===== config.mk =====
export PLATFORM = sky130hd
export DESIGN_NAME = ddr_pat_lane_gen
export DESIGN_NICKNAME = d
export VERILOG_FILES = /design/src/rtl/ddr_pat_pkg.sv /design/src/rtl/ddr_pat_lane_gen.sv
export SDC_FILE = /design/constraint.sdc
export NUM_CORES = 1
export LEC_CHECK = 0
export ABC_AREA = 1
export CAP_MARGIN = 10
export CORE_MARGIN = 8
export CORE_UTILIZATION = 30
export DETAILED_ROUTE_END_ITERATION = 7
export PLACE_DENSITY_LB_ADDON = 0.2
export SYNTH_ARGS = -nofsm -noshare
export SYNTH_HDL_FRONTEND = slang
export SYNTH_SLANG_ARGS = --single-unit

===== constraint.sdc =====
create_clock -name vclk -period 4.2
set_input_delay 0.63 -clock vclk [all_inputs]
set_output_delay 0.63 -clock vclk [all_outputs]
set_load 0.02 [all_outputs]

===== src/rtl/ddr_pat_pkg.sv =====
// Shared definitions for the DDR pattern generator/checker.
// pat_lane() is the single definition of the per-lane data pattern.
package ddr_pat_pkg;

  typedef enum logic [1:0] {
    PAT_ADDR_FLAG = 2'd0,
    PAT_ADDR_INV  = 2'd1,
    PAT_WALK1     = 2'd2,
    PAT_CHECKER   = 2'd3
  } pat_mode_e;

  localparam logic [15:0] FLAG_HI     = 16'hAAAA;
  localparam logic [15:0] FLAG_LO     = 16'h5555;
  localparam logic [15:0] LANE_STRIDE = 16'd4;

  // Lane value is seeded by the folded 16-bit address sum, offset per lane.
  function automatic logic [31:0] pat_lane(input logic [31:0] addr,
                                           input logic [4:0]  lane,
                                           input pat_mode_e   mode);
    logic [15:0] b;
    logic [15:0] v;
    logic [15:0] f;
    logic [4:0]  sh;
    logic [31:0] r;
    b  = addr[31:16] + addr[15:0];
    v  = b + LANE_STRIDE * {11'd0, lane};
    f  = v[2] ? FLAG_HI : FLAG_LO;
    sh = b[6:2] + lane;
    r  = '0;
    case (mode)
      PAT_ADDR_FLAG: r = {f, v};
      PAT_ADDR_INV:  r = {~v, v};
      PAT_WALK1:     r = 32'h1 << sh;
      PAT_CHECKER:   r = {f, f};
      default:       r = '0;
    endcase
    return r;
  endfunction

endpackage


===== src/rtl/ddr_pat_lane_gen.sv =====
// Combinational pattern for every 32-bit lane of one beat.
module ddr_pat_lane_gen
  import ddr_pat_pkg::*;
#(
  parameter int LANES = 8
) (
  input  logic [31:0]         addr_i,
  input  pat_mode_e           mode_i,
  output logic [32*LANES-1:0] data_o
);

  for (genvar j = 0; j < LANES; j++) begin : g_lane
    assign data_o[32*j +: 32] = pat_lane(addr_i, 5'(j), mode_i);
  end

endmodule


==> Flow_metrics.wiki, run 1 <==
{| class="wikitable"
! Metric !! Value
|-
| Status || completed
|-
| Number of antenna violations at the first check in global routing || 0
|-
| Number of max-capacitance violations reported || 0
|-
| Number of cells after detailed placement || 2346
|-
| First-pass GRT wire length || 78100 um
|-
| IR Drop Worst-Case VDD || 0.126 mV
|-
| Achievable clock frequency || 0.242 GHz
|-
| Standby leakage power || 6.92 nW
|-
| Wire length on met3 || 5960 um
|-
| Antenna diode instance count || 0
|-
| Synthesis warning total || 0
|-
| Data arrival, critical path || 3490 ps
|-
| Detailed Route WL || 52100 um
|-
| Final GP Congestion || 1.01
|-
| Proportion of power drawn by flip-flops and latches || 0%
|-
| Count of routing violations after the opening detailed-route iteration || 1607
|-
| Clock network fraction of total power || 0%
|-
| Number of iterations in the first detailed-routing pass || 8
|-
| Final standard cell area without fillers || 13500 sq um
|-
| Type of element capturing the critical path || primary output
|-
| Switching part of the total power || 61.4%
|-
| Average wire per cell in the routed design || 21.8 um
|-
| Synth area leader || sky130_fd_sc_hd__nand2_1
|-
| # nets final || 2133
|-
| DRT met1 WL || 21700 um
|-
| Internal power || 1.69 mW
|-
| Uppermost routed layer || met4
|-
| Avg Synthesized Cell Area || 5.04 sq um
|-
| Number of antenna-violating nets in the routed design || 0
|-
| Switching Power || 2.70 mW
|-
| Fraction of post-synthesis cell area in the top cell type by area || 21.2%
|-
| Total gr overflow || 0
|-
| Worst hold margin || 1970 ps
|-
| Total Die Area || 30000 sq um
|-
| Post-CTS Hold Fix Bufs || 0
|-
| Via count of the first global-routing pass || 12600
|-
| Sequential area share after synthesis || 0%
|-
| Power density cells || 324 nW/um^2
|-
| Reg area || 0 sq um
|-
| Vias post-DR || 13100
|-
| Actual slew at the worst max-slew pin || 577 ps
|-
| Instance area at placement || 13100 sq um
|-
| Required @ worst endpoint || 3570 ps
|-
| Post-route non-filler standard cell count || 2389
|-
| X dimension of the die || 173 um
|-
| Initial cell density of the core || 30.5%
|-
| Hold violation count in the final report || 0
|-
| Port Buffer Count || 290
|-
| Number of setup violations in the final report || 0
|-
| Normalized max-slew margin || 61.5%
|-
| IO Count || 290
|-
| Vertical die dimension || 173 um
|-
| Count of standard-cell rows || 57
|-
| Most common library cells after synthesis || sky130_fd_sc_hd__nand2_1 (418), sky130_fd_sc_hd__nand3_1 (169), sky130_fd_sc_hd__a21oi_1 (145)
|-
| Clock buffer cells || 0
|-
| Combinational share of power || 100.0%
|-
| WS Path Type || in2out
|-
| Share of post-route cells with drive strength above 1 || 38.2%
|-
| Area of the mapped netlist || 7410 sq um
|-
| Cell types with the largest area share after synthesis || sky130_fd_sc_hd__nand2_1 (21%), sky130_fd_sc_hd__nand3_1 (11%), sky130_fd_sc_hd__a21oi_1 (9.8%), sky130_fd_sc_hd__nor2_1 (7.0%), sky130_fd_sc_hd__inv_1 (6.1%)
|-
| Library cells used by synthesis || 44
|-
| Number of nets in the synthesized netlist || 1536
|-
| Cell count after synthesis || 1470
|-
| Pin count of the biggest net entering global routing || 43
|-
| Via/cell ratio || 5.47
|-
| Hold crit path type || in2out
|-
| Tot Pwr || 4.39 mW
|-
| Post-route DRC violation count || 0
|-
| Wire length on met2 || 22900 um
|-
| HPWL reported at the end of detailed placement || 41800 um
|-
| Startpoint type of the worst setup path || input pin
|-
| GRT Overall Usage || 32.8%
|-
| CORE AREA || 24300 sq um
|-
| Period utilisation layout || 98.2%
|-
| Layout overhead on the synthesized area || 82.4%
|-
| Accumulated negative setup slack || 0 ps
|-
| Count of flip-flops and latches || 0
|-
| Setup repair after global routing missed its margin || true
|-
| Library cell with the highest instance count after synthesis || sky130_fd_sc_hd__nand2_1
|-
| Max Slew Vio Count || 0
|-
| Crit-path max FO || 6
|-
| Final critical-path required period || 4120 ps
|}
## final timing paths
| path | from | endpoint | slack (ps) | cells after the start |
|---|---|---|---|---|
| setup / recovery | addr_i[20] | data_o[220] | 80 | 17 |
| hold / removal | addr_i[16] | data_o[96] | 1970 | 7 |
## area by class of cell
cell class                 instances  area (sq um)
tap                              324           405
inverter                         143           576
timing repair buffer             683          5510
timing repair inverter             1          3.75
fill                            2617         10800
multi-input combinational       1238          7030
## cell families after synthesis
| kind of cell | count (synthesis) | share of synthesized area, % |
|---|---|---|
| AOI/OAI and AO/OA | 300 | 23.1 |
| xor gates and xnor gates | 36 | 4.35 |
| adders and majority gates | 32 | 5.50 |
| buffers and inverters | 233 | 13.6 |
| and+or+nand+nor | 869 | 53.4 |
## timing repair
item | CTS | global route
cloned | 3 | 1
resized for setup | 762 | 184
endpoints found under the hold margin | 0 | 0
pin swaps | 26 | 32
setup endpoints to repair | 256 | 251
buffers inserted | 22 | 18
## placed cells by master (no fill, tap or decap), types with 35 or more instances in the layout
cell type,count
sky130_fd_sc_hd__nand4_1,35
sky130_fd_sc_hd__buf_4,385
sky130_fd_sc_hd__dlygate4sd2_1,60
sky130_fd_sc_hd__nand2_1,400
sky130_fd_sc_hd__nand2_2,36
sky130_fd_sc_hd__clkbuf_2,35
sky130_fd_sc_hd__buf_2,86
sky130_fd_sc_hd__o21ai_0,53
sky130_fd_sc_hd__inv_1,109
sky130_fd_sc_hd__nor2_1,120
sky130_fd_sc_hd__nand3_1,165
sky130_fd_sc_hd__a21oi_1,137
## per-stage QoR
| stage | utilization [%] | setup WS [ps] |
|---|---|---|
| after CTS | 54.8 | -35.4 |
| final | 55.6 | 75.0 |
| after global routing | 55.6 | -89.5 |
| after detailed placement | 53.9 | -880 |
| after global placement | 53.9 | -826 |
| after floorplan | - | 52.9 |
## metal layers
layer,global-route usage (%),vias up
li1,-,6113
met1,43.0,5983
met2,52.8,854
met3,7.95,125
met4,9.02,0
met5,0,-
## power by group through the flow
| stage | clock, mW | combinational (mW) | sequential [mW] |
|---|---|---|---|
| floorplan | 0 | 1.98 | 0 |
| global placement | 0 | 4.26 | 0 |
| detailed placement | 0 | 4.28 | 0 |
| CTS | 0 | 4.23 | 0 |
| global route | 0 | 4.63 | 0 |
| finish | 0 | 4.39 | 0 |
## critical path, stage by stage
cell                              delay [ps]
sky130_fd_sc_hd__clkdlybuf4s50_1         440
sky130_fd_sc_hd__ha_4                    290
sky130_fd_sc_hd__buf_4                   130
sky130_fd_sc_hd__nand4_1                 150
sky130_fd_sc_hd__nand2_4                 140
sky130_fd_sc_hd__buf_6                   110
sky130_fd_sc_hd__ha_4                    190
sky130_fd_sc_hd__clkinvlp_4              190
sky130_fd_sc_hd__nand2_2                 140
sky130_fd_sc_hd__nand2_2                  70
sky130_fd_sc_hd__nand2_4                  90
sky130_fd_sc_hd__nor2_4                   50
sky130_fd_sc_hd__buf_4                   160
sky130_fd_sc_hd__buf_4                   140
sky130_fd_sc_hd__a21oi_1                 210
sky130_fd_sc_hd__nand3_1                 150
sky130_fd_sc_hd__buf_2                   190
Power figures use the tool's default switching activity.
==> run 2, diff against run 1 <==
DONT_BUFFER_PORTS = 1   (was not set)
==> Flow_metrics.wiki, run 2 (synthesis results as in run 1) <==
{| class="wikitable"
! Metric !! Value
|-
| Via/cell ratio || 5.82 (was 5.47)
|-
| Normalized max-slew margin || 33.7% (was 61.5%)
|-
| Number of antenna-violating nets in the routed design || 0 (unchanged)
|-
| Reg area || 0 sq um (unchanged)
|-
| Number of max-capacitance violations reported || 0 (unchanged)
|-
| Actual slew at the worst max-slew pin || 994 ps (was 577 ps)
|-
| Crit-path max FO || 27 (was 6)
|-
| Port Buffer Count || 0 (was 290)
|-
| Count of standard-cell rows || 57 (unchanged)
|-
| Vertical die dimension || 173 um (unchanged)
|-
| Most common cell after layout, fill and taps aside || sky130_fd_sc_hd__nand2_1 (unchanged)
|-
| Accumulated negative setup slack || 0 ps (unchanged)
|-
| Power density cells || 354 nW/um^2 (was 324 nW/um^2)
|-
| Data arrival, critical path || 3470 ps (was 3490 ps)
|-
| Clock buffer cells || 0 (unchanged)
|-
| Critical Path Max Stage Delay || 760 ps (was 440 ps)
|-
| End of the worst hold path || data_o[200] (was data_o[96])
|-
| Type of element capturing the critical path || primary output (unchanged)
|-
| Layout fillers || 2746 (was 2617)
|-
| CP top delay family || simple AND/OR/NAND/NOR gates (was buffers and inverters)
|-
| Instance area at placement || 9930 sq um (was 13100 sq um)
|-
| Final standard cell area without fillers || 10000 sq um (was 13500 sq um)
|-
| Layout overhead on the synthesized area || 34.9% (was 82.4%)
|-
| Post-route DRC violation count || 0 (unchanged)
|-
| Count of flip-flops and latches || 0 (unchanged)
|-
| Total gr overflow || 0 (unchanged)
|-
| Hold path start || mode_i[1] (was addr_i[16])
|-
| Final critical-path required period || 4100 ps (was 4120 ps)
|-
| Pin count of the biggest net entering global routing || 73 (was 43)
|-
| Average wire per cell in the routed design || 23.8 um (was 21.8 um)
|-
| Number of cells after detailed placement || 2031 (was 2346)
|-
| Status || completed (unchanged)
|-
| Post-route non-filler standard cell count || 2034 (was 2389)
|-
| Number of antenna violations at the first check in global routing || 0 (unchanged)
|-
| IR Drop Worst-Case VDD || 0.111 mV (was 0.126 mV)
|-
| Period utilisation layout || 97.5% (was 98.2%)
|-
| First-pass GRT wire length || 71800 um (was 78100 um)
|-
| Cell with the largest stage delay on the worst path || sky130_fd_sc_hd__nor2_2 (was sky130_fd_sc_hd__clkdlybuf4s50_1)
|-
| Utilization after layout || 41.1% (was 55.6%)
|-
| Number of setup violations in the final report || 0 (unchanged)
|-
| Final GP Congestion || 1.02 (was 1.01)
|-
| Setup repair after global routing missed its margin || false (was true)
|-
| Vias post-DR || 11800 (was 13100)
|-
| X dimension of the die || 173 um (unchanged)
|-
| Initial cell density of the core || 30.5% (unchanged)
|-
| Antenna diode instance count || 0 (unchanged)
|-
| CORE AREA || 24300 sq um (unchanged)
|-
| Via count of the first global-routing pass || 11300 (was 12600)
|-
| Startpoint type of the worst setup path || input pin (unchanged)
|-
| Hold Path Depth || 2 (was 7)
|-
| IO Count || 290 (unchanged)
|-
| HPWL reported at the end of detailed placement || 38400 um (was 41800 um)
|-
| Post-CTS Hold Fix Bufs || 0 (unchanged)
|-
| Hold crit path type || in2out (unchanged)
|-
| Share of post-route cells with drive strength above 1 || 26.0% (was 38.2%)
|-
| Required @ worst endpoint || 3570 ps (about the same)
|-
| Number of buffer and inverter stages on the critical path || 4 (was 7)
|-
| Achievable clock frequency || 0.244 GHz (was 0.242 GHz)
|-
| Hold violation count in the final report || 0 (unchanged)
|-
| Number of iterations in the first detailed-routing pass || 6 (was 8)
|-
| Cell Chain, Critical Path || ha_2 > fa_2 > nand2_1 > nand2_2 > buf_4 > nor2_2 > clkinv_1 > buf_4 > o2111ai_1 > buf_4 (was clkdlybuf4s50_1 > ha_4 > buf_4 > nand4_1 > nand2_4 > buf_6 > ha_4 > clkinvlp_4 > nand2_2 > nand2_2 > nand2_4 > nor2_4 > buf_4 > buf_4 > a21oi_1 > nand3_1 > buf_2)
|-
| # nets final || 1778 (was 2133)
|-
| Max Slew Vio Count || 0 (unchanged)
|-
| Cell occurring most often along the worst timing path || sky130_fd_sc_hd__buf_4 (unchanged)
|-
| Count of routing violations after the opening detailed-route iteration || 1644 (was 1607)
|-
| Detailed Route WL || 48500 um (was 52100 um)
|-
| Commonest cells after routing, fill and taps aside || sky130_fd_sc_hd__nand2_1 (418), sky130_fd_sc_hd__buf_4 (320), sky130_fd_sc_hd__nand3_1 (169) (was sky130_fd_sc_hd__nand2_1 (400), sky130_fd_sc_hd__buf_4 (385), sky130_fd_sc_hd__nand3_1 (165))
|-
| GRT Overall Usage || 30.2% (was 32.8%)
|-
| WS Path Type || in2out (unchanged)
|-
| Total Die Area || 30000 sq um (unchanged)
|-
| Standby leakage power || 5.02 nW (was 6.92 nW)
|}
run 2: how the worst max path moves through the flow:
stage	start	endpoint	slack [ps]	cells past startpoint
2_1_floorplan	addr_i[0]	data_o[34]	50	14
3_3_place_gp	addr_i[0]	data_o[38]	30	12
3_5_place_dp	addr_i[0]	data_o[38]	-40	12
4_1_cts	addr_i[0]	data_o[97]	10	15
5_1_grt	addr_i[2]	data_o[42]	5	17
6_report	addr_i[0]	data_o[246]	100	10
run 2: what timing repair did:
action,in CTS,in global routing
gates resized for setup,1,5
setup buffers,0,3
pin swaps,0,2
endpoints found under the setup margin,8,126
run 2: per-stage QoR:
| step | total power [mW] | setup WS, ps | hold slack (ps) |
|---|---|---|---|
| after floorplan | 1.98 | 52.9 | 1580 |
| after global placement | 3.45 | 33.2 | 1480 |
| after detailed placement | 3.45 | -43.0 | 1480 |
| after CTS | 3.46 | 12.6 | 1480 |
| after global routing | 3.72 | 5.46 | 1480 |
| final | 3.54 | 105 | 1490 |
run 2: power breakdown:
part | total [mW] | leakage [nW] | internal, mW | switching (mW)
clock network | 0 | 0 | 0 | 0
registers | 0 | 0 | 0 | 0
logic | 3.54 | 5.02 | 1.12 | 2.42
run 2: routing by layer:
metal | part of all wire (%) | up-vias | GRT usage (%)
li1 | - | 5394 | -
met1 | 40 | 5416 | 39.3
met2 | 43 | 888 | 47.8
met3 | 12 | 140 | 6.69
met4 | 4.5 | 0 | 11.8
met5 | 0 | - | 0
run 2: area by class of cell:
cell class                 count  area, sq um  share of cell area [%]
tap                          324          405                    4.05
timing repair buffer         330         2600                    26.0
inverter                     143          541                    5.40
multi-input combinational   1237         6450                    64.5
==> run 3, diff against run 2 <==
CAP_MARGIN = 20   (was 10)
GPL_ROUTABILITY_DRIVEN = 0   (was not set)
==> Flow_metrics.wiki, run 3 (synthesis results as in run 1) <==
{| class="wikitable"
! Metric !! Value
|-
| Status || complete, but fails checks (was completed)
|-
| Violations in the final reports || DRC
|-
| Vertical die dimension || 173 um (unchanged)
|-
| Max Slew Vio Count || 0 (unchanged)
|-
| Antenna diode instance count || 0 (unchanged)
|-
| Final critical-path required period || 4090 ps (was 4100 ps)
|-
| Post-route non-filler standard cell count || 2012 (was 2034)
|-
| Via/cell ratio || 5.92 (was 5.82)
|-
| Reg area || 0 sq um (unchanged)
|-
| Standby leakage power || 4.91 nW (was 5.02 nW)
|-
| HPWL reported at the end of detailed placement || 36000 um (was 38400 um)
|-
| Number of antenna-violating nets in the routed design || 0 (unchanged)
|-
| Layout overhead on the synthesized area || 32.6% (was 34.9%)
|-
| Utilization after layout || 40.4% (was 41.1%)
|-
| Number of buffer and inverter stages on the critical path || 3 (was 4)
|-
| Setup repair after global routing missed its margin || false (unchanged)
|-
| Number of antenna violations at the first check in global routing || 0 (unchanged)
|-
| Count of flip-flops and latches || 0 (unchanged)
|-
| Normalized max-slew margin || 40.0% (was 33.7%)
|-
| Count of routing violations after the opening detailed-route iteration || 1826 (was 1644)
|-
| Via count of the first global-routing pass || 10900 (was 11300)
|-
| X dimension of the die || 173 um (unchanged)
|-
| Cell with the largest stage delay on the worst path || sky130_fd_sc_hd__ha_2 (was sky130_fd_sc_hd__nor2_2)
|-
| Number of setup violations in the final report || 0 (unchanged)
|-
| Share of post-route cells with drive strength above 1 || 25.2% (was 26.0%)
|-
| Initial cell density of the core || 30.5% (unchanged)
|-
| First-pass GRT wire length || 67200 um (was 71800 um)
|-
| Cell Chain, Critical Path || ha_2 > fa_2 > or2_2 > nand2_2 > inv_2 > ha_1 > ha_2 > nand2_1 > inv_1 > nand2_1 > o211ai_1 > buf_4 (was ha_2 > fa_2 > nand2_1 > nand2_2 > buf_4 > nor2_2 > clkinv_1 > buf_4 > o2111ai_1 > buf_4)
|-
| Required @ worst endpoint || 3570 ps (about the same)
|-
| Type of element capturing the critical path || primary output (unchanged)
|-
| CORE AREA || 24300 sq um (unchanged)
|-
| Count of standard-cell rows || 57 (unchanged)
|-
| Hold violation count in the final report || 0 (unchanged)
|-
| Total Die Area || 30000 sq um (unchanged)
|-
| Vias post-DR || 11900 (was 11800)
|-
| Detailed Route WL || 45400 um (was 48500 um)
|-
| Pin count of the biggest net entering global routing || 73 (unchanged)
|-
| Clock buffer cells || 0 (unchanged)
|-
| Number of iterations in the first detailed-routing pass || 8 (was 6)
|-
| Achievable clock frequency || 0.245 GHz (was 0.244 GHz)
|-
| Period utilisation layout || 97.4% (was 97.5%)
|-
| IR Drop Worst-Case VDD || 0.108 mV (was 0.111 mV)
|-
| Actual slew at the worst max-slew pin || 898 ps (was 994 ps)
|-
| Startpoint type of the worst setup path || input pin (unchanged)
|-
| GRT Overall Usage || 28.0% (was 30.2%)
|-
| Number of max-capacitance violations reported || 0 (unchanged)
|-
| Port Buffer Count || 0 (unchanged)
|-
| Data arrival, critical path || 3460 ps (was 3470 ps)
|-
| Total gr overflow || 0 (unchanged)
|-
| Critical Path Max Stage Delay || 470 ps (was 760 ps)
|-
| Number of cells after detailed placement || 2009 (was 2031)
|-
| CP top delay family || adder cells (was simple AND/OR/NAND/NOR gates)
|-
| Average wire per cell in the routed design || 22.6 um (was 23.8 um)
|-
| # nets final || 1756 (was 1778)
|-
| Layout fillers || 2729 (was 2746)
|-
| IO Count || 290 (unchanged)
|-
| Multi-input combinational cell area || 6450 sq um (about the same)
|-
| Post-route DRC violation count || 6 (was 0)
|-
| Power density cells || 350 nW/um^2 (was 354 nW/um^2)
|-
| Most common cell after layout, fill and taps aside || sky130_fd_sc_hd__nand2_1 (unchanged)
|-
| Commonest cells after routing, fill and taps aside || sky130_fd_sc_hd__nand2_1 (418), sky130_fd_sc_hd__buf_4 (299), sky130_fd_sc_hd__nand3_1 (169) (was sky130_fd_sc_hd__nand2_1 (418), sky130_fd_sc_hd__buf_4 (320), sky130_fd_sc_hd__nand3_1 (169))
|-
| WS Path Type || in2out (unchanged)
|-
| Hold crit path type || in2out (unchanged)
|-
| Crit-path max FO || 8 (was 27)
|}
run 3: power by group:
part | switching, mW | total (mW) | internal, mW
Sequential | 0 | 0 | 0
Clock | 0 | 0 | 0
Combinational | 2.36 | 3.44 | 1.07
run 3: per-stage QoR:
step           total power, mW  TNS [ps]  area (sq um)  hold WS [ps]  setup slack (ps)
2_1_floorplan             1.98         0          7420          1580              52.9
3_3_place_gp              3.33     -13.4          9780          1480             -7.15
3_5_place_dp              3.34     -77.4          9780          1480             -29.7
4_1_cts                   3.36         0          9800          1480              25.9
5_1_grt                   3.61         0          9830          1490              1.82
6_report                  3.44         0          9830          1480               110
run 3: layout make-up:
class	instances	area share (%)
tap	324	4.12
timing repair buffer	308	24.7
inverter	143	5.53
multi-input combinational	1237	65.7
run 3: path summary, 6_finish.rpt:
check | slack, ps | start | cells after the start | end
max | 110 | addr_i[0] | 12 | data_o[168]
min | 1480 | mode_i[1] | 2 | data_o[200]
run 3: routing by layer:
metal  up-vias  share of wire [%]  track usage, %
li1       5351                  -               -
met1      5405                 38            35.5
met2       987                 43            44.5
met3       172                 13            6.47
met4         0                5.3            12.2
met5         -                  0               0
run 3: repair_timing:
item,4_1_cts,5_1_grt
hold buffers,0,0
gates resized for setup,1,10
pin swaps,1,0
buffers inserted,2,1
gates cloned,0,0
endpoints found under the setup margin,5,153
